**src/rtl/gcd_pkg.sv**
```systemverilog
// gcd_pkg: shared types, constants and helpers for the subtractive GCD
// controller.
//   gcd_state_t : controller state encoding (ERR only with GCD_WATCHDOG_EN)
//   SEL_*       : encodings of the datapath select lines
//   gcd_cmp_t   : decoded comparator status, with CMP_BAD for illegal input
// Build option: GCD_WATCHDOG_EN adds the ST_ERR state.
package gcd_pkg;

  typedef enum logic [2:0] {
    ST_IDLE   = 3'd0,
    ST_LOAD_A = 3'd1,
    ST_LOAD_B = 3'd2,
    ST_RUN    = 3'd3,
    ST_DONE   = 3'd4
`ifdef GCD_WATCHDOG_EN
    ,
    ST_ERR    = 3'd5
`endif
  } gcd_state_t;

  // Subtractor operand selects (sel1 = minuend, sel2 = subtrahend).
  localparam logic SEL_A       = 1'b0;
  localparam logic SEL_B       = 1'b1;
  // Register input bus select.
  localparam logic SEL_IN_SUB  = 1'b0;
  localparam logic SEL_IN_DATA = 1'b1;

  typedef enum logic [1:0] {
    CMP_BAD = 2'd0,
    CMP_LT  = 2'd1,
    CMP_GT  = 2'd2,
    CMP_EQ  = 2'd3
  } gcd_cmp_t;

  // Only a one-hot status is trusted; anything else is treated as illegal.
  function automatic gcd_cmp_t decode_cmp(input logic lt, input logic gt,
                                          input logic eq);
    gcd_cmp_t res;
    case ({lt, gt, eq})
      3'b100:  res = CMP_LT;
      3'b010:  res = CMP_GT;
      3'b001:  res = CMP_EQ;
      default: res = CMP_BAD;
    endcase
    return res;
  endfunction

endpackage

```
**src/rtl/gcd_iter_cnt.sv**
```systemverilog
// gcd_iter_cnt: saturating iteration counter for the GCD controller.
//   clk, rst_n : clock, asynchronous active-low reset (clears count)
//   clr        : synchronous clear, wins over inc
//   inc        : count one subtraction; holds at all-ones instead of wrapping
//   count      : current value
module gcd_iter_cnt #(
  parameter int W = 16
) (
  input  logic         clk,
  input  logic         rst_n,
  input  logic         clr,
  input  logic         inc,
  output logic [W-1:0] count
);

  localparam logic [W-1:0] ALL_ONES = {W{1'b1}};

  // Count register: clear has priority, increment saturates.
  always_ff @(posedge clk or negedge rst_n) begin
    if (!rst_n) begin
      count <= '0;
    end else if (clr) begin
      count <= '0;
    end else if (inc && (count != ALL_ONES)) begin
      count <= count + W'(1);
    end else begin
      count <= count;
    end
  end

endmodule

```
**src/rtl/gcd_ctrl.sv**
```systemverilog
// gcd_ctrl: FSM controller for a subtractive GCD datapath.
//   clk, rst_n        : clock, asynchronous active-low reset
//   start             : begin an operation (honoured in IDLE, DONE, ERR)
//   in_valid/in_ready : operand handshake on the datapath input bus
//   lt, gt, eq        : datapath comparator status (A vs B)
//   lda, ldb          : load strobes for datapath A / B registers
//   sel1, sel2        : subtractor minuend / subtrahend select (0=A, 1=B)
//   sel_in            : register input select (0=subtractor, 1=data_in)
//   busy, done, err   : status; result is in datapath A while done=1
//   iter_count        : subtractions in the current / last operation
// Build option: define GCD_WATCHDOG_EN to abort to ERR once iter_count
// reaches MAX_ITER without convergence; otherwise err is tied low.
module gcd_ctrl
  import gcd_pkg::*;
#(
  parameter int ITER_W   = 16,
  parameter int MAX_ITER = 65535
) (
  input  logic              clk,
  input  logic              rst_n,
  input  logic              start,
  input  logic              in_valid,
  output logic              in_ready,
  input  logic              lt,
  input  logic              gt,
  input  logic              eq,
  output logic              lda,
  output logic              ldb,
  output logic              sel1,
  output logic              sel2,
  output logic              sel_in,
  output logic              busy,
  output logic              done,
  output logic              err,
  output logic [ITER_W-1:0] iter_count
);

  gcd_state_t state;
  gcd_cmp_t   cmp;
  logic       cnt_clr;
  logic       cnt_inc;
  logic       run_ok;

  // A watchdog limit the counter can never reach is a build error.
  if ($clog2(MAX_ITER + 1) > ITER_W) begin : g_max_iter_check
    $error("gcd_ctrl: MAX_ITER does not fit in ITER_W bits");
  end

  assign cmp = decode_cmp(lt, gt, eq);

`ifdef GCD_WATCHDOG_EN
  logic err_flag;
  logic wd_trip;
  // Abort when the limit is reached and A and B are still not equal.
  assign wd_trip = (state == ST_RUN) && (iter_count == ITER_W'(MAX_ITER)) && !eq;
  assign run_ok  = !wd_trip;
  assign err     = err_flag;
`else
  assign run_ok  = 1'b1;
  assign err     = 1'b0;
`endif

  // Datapath strobes and counter control; RUN is Mealy on the status inputs.
  always_comb begin
    in_ready = 1'b0;
    lda      = 1'b0;
    ldb      = 1'b0;
    sel1     = SEL_A;
    sel2     = SEL_A;
    sel_in   = SEL_IN_SUB;
    cnt_clr  = 1'b0;
    cnt_inc  = 1'b0;
    case (state)
      ST_IDLE: begin
        cnt_clr = start;
      end
      ST_LOAD_A: begin
        in_ready = 1'b1;
        sel_in   = SEL_IN_DATA;
        lda      = in_valid;
      end
      ST_LOAD_B: begin
        in_ready = 1'b1;
        sel_in   = SEL_IN_DATA;
        ldb      = in_valid;
      end
      ST_RUN: begin
        // A tripping watchdog suppresses the subtraction on the abort cycle.
        if (run_ok) begin
          case (cmp)
            CMP_GT: begin
              lda     = 1'b1;
              sel1    = SEL_A;
              sel2    = SEL_B;
              cnt_inc = 1'b1;
            end
            CMP_LT: begin
              ldb     = 1'b1;
              sel1    = SEL_B;
              sel2    = SEL_A;
              cnt_inc = 1'b1;
            end
            default: begin
              cnt_inc = 1'b0;
            end
          endcase
        end else begin
          cnt_inc = 1'b0;
        end
      end
      ST_DONE: begin
        cnt_clr = start;
      end
`ifdef GCD_WATCHDOG_EN
      ST_ERR: begin
        cnt_clr = start;
      end
`endif
      default: begin
        cnt_clr = 1'b0;
      end
    endcase
  end

  // Controller state with registered busy/done/err.
  always_ff @(posedge clk or negedge rst_n) begin
    if (!rst_n) begin
      state    <= ST_IDLE;
      busy     <= 1'b0;
      done     <= 1'b0;
`ifdef GCD_WATCHDOG_EN
      err_flag <= 1'b0;
`endif
    end else begin
      case (state)
        ST_IDLE: begin
          if (start) begin
            state <= ST_LOAD_A;
            busy  <= 1'b1;
          end else begin
            state <= ST_IDLE;
          end
        end
        ST_LOAD_A: begin
          if (in_valid) begin
            state <= ST_LOAD_B;
          end else begin
            state <= ST_LOAD_A;
          end
        end
        ST_LOAD_B: begin
          if (in_valid) begin
            state <= ST_RUN;
          end else begin
            state <= ST_LOAD_B;
          end
        end
        ST_RUN: begin
`ifdef GCD_WATCHDOG_EN
          if (wd_trip) begin
            state    <= ST_ERR;
            busy     <= 1'b0;
            err_flag <= 1'b1;
          end else
`endif
          if (cmp == CMP_EQ) begin
            state <= ST_DONE;
            busy  <= 1'b0;
            done  <= 1'b1;
          end else begin
            state <= ST_RUN;
          end
        end
        ST_DONE: begin
          if (start) begin
            state <= ST_LOAD_A;
            busy  <= 1'b1;
            done  <= 1'b0;
          end else begin
            state <= ST_DONE;
          end
        end
`ifdef GCD_WATCHDOG_EN
        ST_ERR: begin
          if (start) begin
            state    <= ST_LOAD_A;
            busy     <= 1'b1;
            err_flag <= 1'b0;
          end else begin
            state    <= ST_ERR;
          end
        end
`endif
        default: begin
          state    <= ST_IDLE;
          busy     <= 1'b0;
          done     <= 1'b0;
`ifdef GCD_WATCHDOG_EN
          err_flag <= 1'b0;
`endif
        end
      endcase
    end
  end

  gcd_iter_cnt #(
    .W     (ITER_W)
  ) u_iter_cnt (
    .clk   (clk),
    .rst_n (rst_n),
    .clr   (cnt_clr),
    .inc   (cnt_inc),
    .count (iter_count)
  );

endmodule

```
**config.mk**
```make
export PLATFORM = sky130hd
export DESIGN_NAME = gcd_ctrl
export DESIGN_NICKNAME = d
export VERILOG_FILES = /design/src/rtl/gcd_pkg.sv /design/src/rtl/gcd_iter_cnt.sv /design/src/rtl/gcd_ctrl.sv
export SDC_FILE = /design/constraint.sdc
export NUM_CORES = 1
export LEC_CHECK = 0
export BUFFER_PORTS_ARGS = -buffer_cell sky130_fd_sc_hd__buf_2
export CORE_MARGIN = 3
export CORE_UTILIZATION = 40
export DETAILED_ROUTE_END_ITERATION = 8
export PLACE_DENSITY_LB_ADDON = 0.05
export SETUP_SLACK_MARGIN = 0.3
export SYNTH_ARGS = -nofsm -noshare
export SYNTH_HDL_FRONTEND = slang
export SYNTH_SLANG_ARGS = --single-unit
```
**constraint.sdc**
```tcl
create_clock -name clk -period 2.7 [get_ports clk]
set_clock_uncertainty 0.2 [all_clocks]
set_input_delay 0.135 -clock clk [delete_from_list [all_inputs] [get_ports clk]]
set_output_delay 0.135 -clock clk [all_outputs]
set_load 0.05 [all_outputs]
```
## Word level (Yosys, flattened, before mapping)

Cells that the tools add are included.

- Register bits: 21
- Input bits: 7
- Word-level logic and storage cells: 55

- Add/subtract/negate cells: 1
- Equal/unequal tests: 14
- Mux-type cells: 25
- Bitwise operators: 2
- Reduce and logical (&&, ||, !) cells: 9

Operators by type and width:

| cell | number |
|---|---|
| two-way mux 16 bit | 2 |
| adder 16 x 1 -> 16 bit (second input constant) | 1 |
| inequality test 16 bit (second input constant) | 1 |
| one-hot mux 3 bit (5 select lines) | 1 |
| two-way mux 1 bit | 14 |
| == test 3 x 2 -> 1 bit (second input constant) | 3 |
| == test 3 x 1 -> 1 bit (second input constant) | 2 |
| == test 3 bit (second input constant) | 2 |
| two-way mux 3 bit | 2 |
| one-hot mux 1 bit (3 select lines) | 2 |
| one-hot mux 2 bit (3 select lines) | 1 |
| AND reduction 3 bit | 2 |
| OR reduction 2 bit | 3 |
| == test 2 bit (second input constant) | 2 |
| inequality test 2 bit (second input constant) | 2 |
| one-hot mux 1 bit (2 select lines) | 2 |
| zero test 3 bit | 1 |
| OR reduction 3 bit | 1 |
| == test 2 x 1 -> 1 bit (second input constant) | 1 |
| two-way mux 2 bit | 1 |
| inequality test 2 x 1 -> 1 bit (second input constant) | 1 |
| inverter 1 bit | 2 |
| nonzero test 2 bit | 1 |
| logical AND 1 bit | 1 |

## Depth between registers and ports, before layout

- Depth after elaboration: 9
- Depth in mapped cells: 8
- Mapped depth without buffers: 7

## Cells and area by module

From an unflattened synthesis, not the netlist that was laid out.

- Cell total of the unflattened synthesis: 145
- Area total of the unflattened synthesis: 1383.8 sq um

Modules (own cells, without submodules):

| module | times used | cells an instance | area an instance (sq um) | seq. area each (sq um) |
|---|---|---|---|---|
| gcd_iter_cnt | 1 | 98 | 942.2 | 400.4 |
| gcd_ctrl | 1 | 47 | 441.7 | 125.1 |

## Least setup slack after synthesis

No wires, ideal clock.

- Kind: flip-flop to flip-flop
- From: register u_iter_cnt.count[0]
- To: register u_iter_cnt.count[0]
- Data arrival time: 2.112 ns
- Data required time: 2.434 ns
- Slack: 0.322 ns
- Cell stages (with the launch flop): 7
- Path buffers: 1
- Clock period less this slack: 2.378 ns
- Cells stage by stage: dfrtp_1 ha_1 nand3_2 or4_4 a21oi_2 buf_4 mux2_2

- Longest elaborated chain between the ends: 3
- Elaborated cells between the ends (all ways): 6

Ends and longest elaborated chain:

| item | line | RTL |
|---|---|---|
| from (decl) | gcd_iter_cnt.sv:13 | `output logic [W-1:0] count` |
| from (signal assigned) | gcd_iter_cnt.sv:25 | `count <= count + W'(1);` |
| from (signal assigned) | gcd_iter_cnt.sv:27 | `count <= count;` |
| adder 16 x 1 -> 16 bit / inequality test 16 bit (equally long branches) | gcd_iter_cnt.sv:25, gcd_iter_cnt.sv:24 |  |
| two-way mux 16 bit / logical AND 1 bit (equally long branches) | gcd_iter_cnt.sv:24 | `end else if (inc && (count != ALL_ONES)) begin` |
| two-way mux 16 bit / nonzero test 2 bit (equally long branches) | n/a |  |

Several ways; a longest one is shown, not always the timed one. The select of a mux whose other input is x is not followed.
A chain may end at the register's enable or synchronous reset.

## Worst setup path in the final report

- From: register u_iter_cnt.count[1]
- To: register u_iter_cnt.count[0]

- Longest elaborated chain between the ends: 3

Ends and longest elaborated chain:

| item | line |
|---|---|
| inequality test 16 bit | gcd_iter_cnt.sv:24 |
| logical AND 1 bit | gcd_iter_cnt.sv:24 |
| nonzero test 2 bit (no line) | n/a |

No other way between the ends.

==> key figures <==
Timing
  – Setup TNS: 0 ps
  – Max-slew headroom: 0.664
  – Final WS setup: 457 ps
  – Worst slew pin tran: 504 ps
  – Fmax: 446 MHz
  – Final setup viols: 0
  – Unrepaired setup endpoints after global routing: no
  – Post-route minimum period: 2240 ps
  – Period Utilization, post-route: 0.831
  – Slew Limit Fails: 0
  – Hold Vio Cnt, Final: 0

Setup path
  – CP delay by family, top: simple AND/OR/NAND/NOR gates
  – CP Buf/Inv Count: 0
  – CP Class: register to register
  – Crit path DAT: 2310 ps
  – Crit Path Max Fanout: 11
  – Startpoint Class: register
  – Req. time, crit path: 2760 ps
  – CP cell instances: ha_1 -> nand3_2 -> or4_4 -> a21oi_4 -> mux2_2
  – CP peak stage delay: 590 ps
  – Worst path slowest cell: or4_4
  – Nature of the critical path endpoint: register

Clocking
  – CTS max path bufs: 2
  – TritonCTS Sinks: 21
  – Worst-skew pair later-pin latency: 310 ps
  – Setup bufs post-CTS: 0
  – Worst-path clk slew: 130 ps
  – CTS tree: yes
  – H-tree lvl count: 1
  – Num CTS Buffers: 3
  – Clk root buf: clkbuf_4

Routing
  – Antenna-violating nets left: 0
  – Vias: 1273
  – Drc violations: 0
  – Vias per cell: 5.58
  – Iter 0 DRT Violations: 38
  – Post-Route WL: 3310 µm
  – DR WL/cell: 14.5 µm
  – Pre-antenna DRT Iters: 4

Yosys
  – Synth area leaders: dfrtp_1 (39%), a221o_1 (5.1%), nand2_1 (3.6%)
  – Mapped Cells: 151
  – Number of enable flip-flop cells after synthesis: 0
  – Count of different cell masters after synthesis: 48
  – Post-synthesis mux area share: 0.0230
  – Avg Cell Area, Syn: 9.02 µm²
  – Synth Cell Area: 0.00136 mm²
  – Adder-Cell Fraction of Synth Area: 0.0276
  – Mapped Nets: 161
  – Largest family of logic cells by synthesized area: simple AND/OR/NAND/NOR gates
  – Synth Area in Compound Gates: 0.164
  – FF+latch count, synth: 21
  – Primary FF master, synth: dfrtp_1
  – Synth Area in XOR/XNOR: 0.0322
  – Yosys top cell by area: dfrtp_1
  – Top cell type's share of synthesized area: 0.386
  – Synth warn: 0
  – Simple-Gate Fraction of Synth Area: 0.313
  – Sequential fraction of the synthesis area: 0.386
  – Asr flop ratio synth: 1.00

Global route
  – Total GRT Usage: 0.174
  – Initial antenna violation count: 0
  – First-pass GRT wire length: 5760 µm
  – Vias in the first global route: 1176
  – GRT overflow: 0
  – Largest net degree at the start of global routing: 22

Power
  – Internal Power: 0.692 mW
  – Switching Fraction: 0.562
  – Max rail drop VDD: 470 µV
  – Register share of total power: 0.349
  – P_leak: 0.751 nW
  – Switching power: 0.887 mW
  – Pwr dens: 968 mW/mm²
  – Logic pwr share: 0.548
  – Clock power frac: 0.103

Min path
  – Hold crit path type: input port to register

Floorplanning
  – Die H: 64.3 µm
  – Std cell rows: 20
  – Initial Util: 0.432
  – CORE AREA: 0.00315 mm²
  – Die W: 64.3 µm
  – Die area: 0.00414 mm²
  – Number of top-level pins: 32

Final layout
  – Finished Layout Cells: 228
  – Commonest non-fill, non-tap cell in the layout: buf_2
  – Most frequent cells in the layout: buf_2 (30), dfrtp_1 (21), nand2_1 (13)
  – Layout cells sized above 1: 0.239
  – Nets: 195
  – Syn-to-layout area delta: 19.8%
  – Fillers: 312
  – Final Util: 0.517
  – ANT cells: 0

Placed design
  – Dpl hpwl: 2420 µm
  – Place WS: 334 ps
  – Port Buffers: 30
  – Dpl cells: 219
  – GPL Wtd Cong: 0.818

Outcome
  – Status: finished clean

Flow run
  – MaxCap Viol Count: 0
-- cells by family after synthesis --
group | after synthesis
AOI/OAI and AO/OA | 31
xor gates and xnor gates | 5
adders and majority gates | 3
buffers and inverters | 15
DFF | 21
muxes | 3
other | 1
and+or+nand+nor | 72
-- metrics by stage --
stage / instance area, µm² / hold slack [ps] / power (mW)
final: 1630 / 9.59 / 1.58
after global routing: 1630 / 44.4 / 1.69
after CTS: 1620 / 4.66 / 1.58
after detailed placement: 1550 / -66.8 / 1.40
after global placement: 1550 / -80.0 / 1.39
after floorplan: 1360 / -361 / 1.22
-- per-layer routing --
layer	global-route usage	vias up	share of wire
met4	0.0580	0	0.020
li1	-	630	-
met2	0.282	32	0.46
met5	0	-	0
met1	0.237	605	0.48
met3	0.0264	6	0.043
-- final cells by class --
class	instances	area (µm²)	share of cell area
Sequential cell	21	526	0.322
Clock buffer	3	22.5	0.0138
Multi-Input combinational cell	115	773	0.474
Clock inverter	1	5.00	0.00307
Tap cell	44	55.1	0.0338
Inverter	5	18.8	0.0115
Timing Repair Buffer	39	230	0.141
-- power groups by stage --
stage          clock [mW]  sequential [mW]  combinational, mW
3_5_place_dp            0            0.554              0.849
4_1_cts             0.167            0.548              0.866
6_report            0.163            0.551              0.865
5_1_grt             0.186            0.572              0.930
2_1_floorplan           0            0.730              0.495
3_3_place_gp            0            0.543              0.849
-- state kept, by name (all words and copies together) (netlist names) --
| signal | count |
|---|---|
| busy | 1 |
| done | 1 |
| state | 3 |
| u_iter_cnt.count | 16 |
-- Yosys cell counts, drive strengths merged, types with 2 or more instances --
master	n
a21oi	5
dfrtp	21
xor2	4
nor2b	3
and3	3
buf	5
mux2i	2
a221o	7
or4	3
o41ai	2
clkbuf	5
and2	4
nor3	6
inv	5
o21ai	10
nor2	8
nor3b	2
nand4	5
nor4	7
and4	2
nand3	7
nand2	13
ha	3
or3	3
-- what timing repair did --
item                                    CTS  global route
hold endpoints to repair                 26             0
gates resized for setup                   0             1
hold buffers                              5             0
endpoints found under the setup margin    0            11
-- worst reg2reg max path, delay by kind of cell (launching register included) --
family	cells	cell delay, ps
simple gates	2	740
compound gates	1	340
fa+ha+maj	1	240
flops	1	450
mux	1	220
-- worst paths after layout --
check | startpoint | end | slack (ps) | cells past startpoint
worst max-delay path | u_iter_cnt.count[1]$_DFFE_PN0P_ | u_iter_cnt.count[0]$_DFFE_PN0P_ | 460 | 5
worst min-delay path | gt | state[2]$_DFF_PN0_ | 10 | 3
worst max register to register | u_iter_cnt.count[1]$_DFFE_PN0P_ | u_iter_cnt.count[0]$_DFFE_PN0P_ | 460 | 5
worst min register to register | done$_DFFE_PN0P_ | done$_DFFE_PN0P_ | 330 | 2
max in group asynchronous | rst_n | u_iter_cnt.count[8]$_DFFE_PN0P_ | 1880 | 2
min in group asynchronous | rst_n | u_iter_cnt.count[15]$_DFFE_PN0P_ | 90 | 2
Note: power is estimated with default switching activity, not from simulation.
